### config.mk
export PLATFORM = sky130hd
export DESIGN_NAME = ins_synth
export DESIGN_NICKNAME = d
export VERILOG_FILES = /design/src/rtl/ins_synth.sv
export SDC_FILE = /design/constraint.sdc
export NUM_CORES = 1
export LEC_CHECK = 0
export CAP_MARGIN = 20
export CORE_ASPECT_RATIO = 1.75
export CORE_MARGIN = 3
export CORE_UTILIZATION = 35
export DETAILED_ROUTE_END_ITERATION = 8
export GPL_ROUTABILITY_DRIVEN = 0
export GPL_TIMING_DRIVEN = 0
export PLACE_DENSITY_LB_ADDON = 0.3
export SYNTH_ARGS = -nofsm -noshare
export SYNTH_HDL_FRONTEND = slang
export SYNTH_SLANG_ARGS = --single-unit
### constraint.sdc
create_clock -name clk -period 5.1 [get_ports clk]
set_input_delay 1.275 -clock clk [delete_from_list [all_inputs] [get_ports clk]]
set_output_delay 1.275 -clock clk [all_outputs]
set_load 0.02 [all_outputs]
### src/rtl/ins_synth.sv
// Instruction synthesizer: encodes LI/BEQ/J requests into one or two MIPS words
// and streams them out over a valid/ready handshake toward the injection FIFO.
module ins_synth (
    input  logic        clk,
    input  logic        rst,
    input  logic        req_valid,
    output logic        req_ready,
    input  logic [2:0]  req_op,
    input  logic [4:0]  req_rs,
    input  logic [4:0]  req_rt,
    input  logic [31:0] req_value,
    input  logic [31:0] req_pc,
    output logic        ins_valid,
    input  logic        ins_ready,
    output logic [31:0] ins_word,
    output logic        ins_last,
    output logic        ins_err
);

    typedef enum logic [1:0] {
        IDLE  = 2'd0,
        EMIT1 = 2'd1,
        EMIT2 = 2'd2
    } state_t;

    typedef struct packed {
        logic [31:0] w0;
        logic [31:0] w1;
        logic        two;
        logic        err;
    } enc_t;

    state_t      state_r;
    state_t      state_next_s;
    logic [31:0] w0_r;
    logic [31:0] w1_r;
    logic        two_r;
    logic        err_r;
    logic        accept_s;
    enc_t        enc_s;

    // Shortest legal encoding; an illegal request collapses to a single nop with err set.
    function automatic enc_t encode(
        input logic [2:0]  op,
        input logic [4:0]  rs,
        input logic [4:0]  rt,
        input logic [31:0] value,
        input logic [31:0] pc
    );
        enc_t        e;
        logic [31:0] npc;
        logic [31:0] diff;
        e    = '{w0: 32'h0, w1: 32'h0, two: 1'b0, err: 1'b0};
        npc  = pc + 32'd4;
        diff = value - npc;
        case (op)
            3'b000: begin
                if (value[31:15] == {17{value[15]}}) begin
                    e.w0 = {6'h09, 5'd0, rt, value[15:0]};
                end else if (value[31:16] == 16'h0) begin
                    e.w0 = {6'h0D, 5'd0, rt, value[15:0]};
                end else if (value[15:0] == 16'h0) begin
                    e.w0 = {6'h0F, 5'd0, rt, value[31:16]};
                end else begin
                    e.w0  = {6'h0F, 5'd0, rt, value[31:16]};
                    e.w1  = {6'h0D, rt, rt, value[15:0]};
                    e.two = 1'b1;
                end
            end
            3'b001: begin
                if ((diff[1:0] == 2'b00) && (diff[31:17] == {15{diff[17]}})) begin
                    e.w0 = {6'h04, rs, rt, diff[17:2]};
                end else begin
                    e.err = 1'b1;
                end
            end
            3'b010: begin
                if ((value[1:0] == 2'b00) && (value[31:28] == npc[31:28])) begin
                    e.w0 = {6'h02, value[27:2]};
                end else begin
                    e.err = 1'b1;
                end
            end
            default: begin
                e.err = 1'b1;
            end
        endcase
        return e;
    endfunction

    assign enc_s    = encode(req_op, req_rs, req_rt, req_value, req_pc);
    assign accept_s = (state_r == IDLE) && req_valid;

    // State register and request capture; inputs are only sampled on acceptance.
    always_ff @(posedge clk) begin
        if (rst) begin
            state_r <= IDLE;
            w0_r    <= 32'h0;
            w1_r    <= 32'h0;
            two_r   <= 1'b0;
            err_r   <= 1'b0;
        end else begin
            state_r <= state_next_s;
            if (accept_s) begin
                w0_r  <= enc_s.w0;
                w1_r  <= enc_s.w1;
                two_r <= enc_s.two;
                err_r <= enc_s.err;
            end
        end
    end

    // Next-state logic; ins_ready only matters while a word is on offer.
    always_comb begin
        state_next_s = state_r;
        case (state_r)
            IDLE: begin
                if (req_valid) begin
                    state_next_s = EMIT1;
                end else begin
                    state_next_s = IDLE;
                end
            end
            EMIT1: begin
                if (ins_ready) begin
                    state_next_s = two_r ? EMIT2 : IDLE;
                end else begin
                    state_next_s = EMIT1;
                end
            end
            EMIT2: begin
                if (ins_ready) begin
                    state_next_s = IDLE;
                end else begin
                    state_next_s = EMIT2;
                end
            end
            default: begin
                state_next_s = IDLE;
            end
        endcase
    end

    // Output decode, driven purely from registered state and captured words.
    always_comb begin
        req_ready = 1'b0;
        ins_valid = 1'b0;
        ins_word  = 32'h0;
        ins_last  = 1'b0;
        ins_err   = 1'b0;
        case (state_r)
            IDLE: begin
                req_ready = 1'b1;
            end
            EMIT1: begin
                ins_valid = 1'b1;
                ins_word  = w0_r;
                ins_last  = ~two_r;
                ins_err   = err_r;
            end
            EMIT2: begin
                ins_valid = 1'b1;
                ins_word  = w1_r;
                ins_last  = 1'b1;
            end
            default: begin
                req_ready = 1'b0;
            end
        endcase
    end

endmodule

==> out/metrics.csv <==
metric,value,unit
worst hold path depth,2,
Yosys cell types,86,
vias per std cell,5.97,
vias,7050,
R2R depth,8,
"commonest non-fill, non-tap cell in the layout",clkdlybuf4s50_1,
H-tree levels,2,
failing checks,negative setup slack,
max_slew headroom,26.3,%
DRT iter0 DRCs,377,
placed instance area,7430,µm²
Yosys Warn Count,0,
final wirelength,24200,µm
"Min Clock Period, post-route",5.12,ns
crit path launch type,input port,
Die H,179,µm
grt total ovfl,0,
CP arrival,5.32,ns
Worst-Skew Late Latency,0.30,ns
post-synthesis sequential area ratio,18.1,%
#FFs+latches synth,54,
DIE AREA,18800,µm²
CP Capture Type,flip-flop,
layout cell share with drive strength beyond 1,19.4,%
most frequent cells in the layout,"clkdlybuf4s50_1, nand2_1, a21oi_1",
GRT Resource Usage Total,24.5,%
Root Buffer,clkbuf_16,
Power Density,178,nW/µm²
fmax,0.195,GHz
RSZ-0062 raised after global routing,yes,
CTS tree,yes,
CTS sink cnt,54,
first drt pass iteration count,5,
Post-Layout Inst Area,8350,µm²
max-cap viol count,0,
crit-path max cell delay,0.60,ns
critical path class,in -> reg,
area grow syn2layout,39.4,%
DR DRC count,0,
Num CTS Buffers,5,
Worst IR Drop VDD,0.120,mV
setup TNS,-0.0422,ns
Critical Path Fanout Max,5,
cell mode on critical path,and3_4,
antenna diode count,0,
mean post-synth cell area,7.49,µm²
Filler Cells Inserted,1657,
Multi-input gate area,5040,µm²
core box area,16600,µm²
overall power,1.49,mW
worst clock skew,0.00531,ns
cell leakage power,2.88,nW
hold crit path type,reg -> reg,
Syn Inst Count,800,
Final WS setup,-0.0245,ns
post-DP HPWL,18900,µm
critical-path cell list,"buf_8, and3_4, and3_4, nand4_4, nor2_4, nand4_1, inv_2, and3_4, xnor2_2, ha_1, a21o_1, a221o_1, mux2i_1, a211o_2, a211oi_2, or4b_4, a2111oi_4, nand2_1, a32o_1",
crit path max-delay cell type,or4b_4,
Crit path required time,5.30,ns
first-pass GRT wire length,36300,µm
"Async S/R FF share, synth",0,%
Worst-path clk slew,0.07,ns
final setup fails,3,
"Primary FF master, synth",dfxtp_1,
FP Rows,62,
status,"finished, violations left",
IO Count,117,
maximum clock path buffer count,2,
Final period util,100,%
initial core utilization,36.1,%
largest net degree at the start of global routing,17,
Die W,105,µm
area occupied by registers,1080,µm²
PortBufs,112,
fin nets,1074,
antenna violations before repair,0,
number of nets with antenna violations after routing,0,
"Hold Vio Cnt, Final",0,
pins over their slew limit,0,
Mapped Area,5990,µm²
WL per Instance,20.5,µm
number of global-route vias before repair,6922,
Post-synth EDFFs,0,
Worst-Margin Slew,1.10,ns
[synthesized netlist by cell type (5+ instances only)]
library cell | count | area [µm²]
nor4_1 | 12 | 75.1
xor2_1 | 30 | 263
nor2b_1 | 23 | 144
buf_2 | 9 | 45.0
ha_1 | 36 | 450
a211o_1 | 14 | 123
xnor2_1 | 18 | 158
and3_1 | 9 | 56.3
mux2_2 | 10 | 113
mux2i_1 | 11 | 110
nand2_1 | 78 | 293
clkbuf_1 | 37 | 139
inv_1 | 22 | 82.6
a22oi_1 | 44 | 330
nand4_1 | 18 | 113
a221o_1 | 5 | 50.1
a21boi_0 | 13 | 97.6
dfxtp_1 | 54 | 1080
or3_1 | 5 | 31.3
nor3_1 | 20 | 100
a21oi_1 | 80 | 400
nor2_1 | 63 | 236
nand2b_1 | 7 | 43.8
a31oi_1 | 7 | 43.8
a222oi_1 | 8 | 80.1
a211oi_1 | 8 | 60.1
o21ai_1 | 8 | 40.0
o211ai_1 | 10 | 75.1
o21ai_0 | 23 | 115
nand3_1 | 28 | 140
[logic make-up after synthesis]
logic type                 count (synthesis)  synth area share (%)
and+or+nand+nor                          287                  24.3
AOI/OAI and AO/OA                        273                  32.8
buffers and inverters                     78                  5.93
DFF                                       54                  18.1
xor gates and xnor gates                  49                  7.29
adders and majority gates                 37                  7.86
muxes                                     21                  3.72
other                                      1                0.0626
[where the power goes]
part / total [mW] / switching, mW / internal, mW
sequential: 0.429 / 0.00307 / 0.426
combinational: 0.668 / 0.392 / 0.277
clock: 0.389 / 0.157 / 0.232
total: 1.49 / 0.552 / 0.935
[worst max-delay path: cells and delay by family]
kind                     cells  cell delay, ns
AND/OR/NAND/NOR              8            1.78
buffers and inverters        2            0.20
AO/OA/AOI/OAI                6            1.45
XOR/XNOR                     1            0.06
multiplexers                 1            0.20
adder cells (fa/ha/maj)      1            0.36
[metal layers]
layer  up-vias  track usage [%]  part of all wire, %  wire length (µm)
met2       332             47.6                   54             13000
li1       3314                -                    -                 -
met1      3283             23.8                   34              8260
met5         -                0                    0                 0
met4         0             16.5                  7.0              1700
met3       121             2.99                  5.3              1280
[per-stage QoR]
stage | util (%) | setup slack, ns | hold slack [ns] | instances
floorplan | - | 0.0148 | 0.425 | 801
global placement | 44.7 | -1.36 | 0.439 | 1137
detailed placement | 44.7 | -1.38 | 0.441 | 1137
CTS | 48.2 | 0.0000946 | 0.449 | 1166
global route | 50.3 | -0.167 | 0.492 | 1181
finish | 50.3 | -0.0245 | 0.452 | 1181
[sequential cells by signal (all words and copies together), names as in the netlist]
signal and flops:
w0_r 29, w1_r 22, state_r 2, err_r 1
[cell type report]
cell class	instances	area share (%)
Clock buffer	6	1.54
Clock inverter	2	0.450
Sequential cell	54	12.9
Tap cell	224	3.36
Inverter	23	1.08
Multi-Input combinational cell	669	60.4
Buffer	47	3.09
Timing Repair Buffer	156	17.2
[final timing paths]
kind | from | endpoint | slack [ns]
max | req_pc[5] | err_r$_SDFFE_PP0P_ | -0.02
min | w0_r[27]$_SDFFE_PP0P_ | w0_r[27]$_SDFFE_PP0P_ | 0.45
max reg2reg | state_r[0]$_SDFF_PP0_ | w0_r[8]$_SDFFE_PP0P_ | 2.53
min reg2reg | w0_r[27]$_SDFFE_PP0P_ | w0_r[27]$_SDFFE_PP0P_ | 0.45
[timing repair]
item	CTS	global route
resized for setup	90	70
gates cloned	0	1
setup endpoints to repair	29	29
buffers inserted	28	16
hold buffers	0	0
pin swaps	35	41
(Power assumes the default switching activity.)
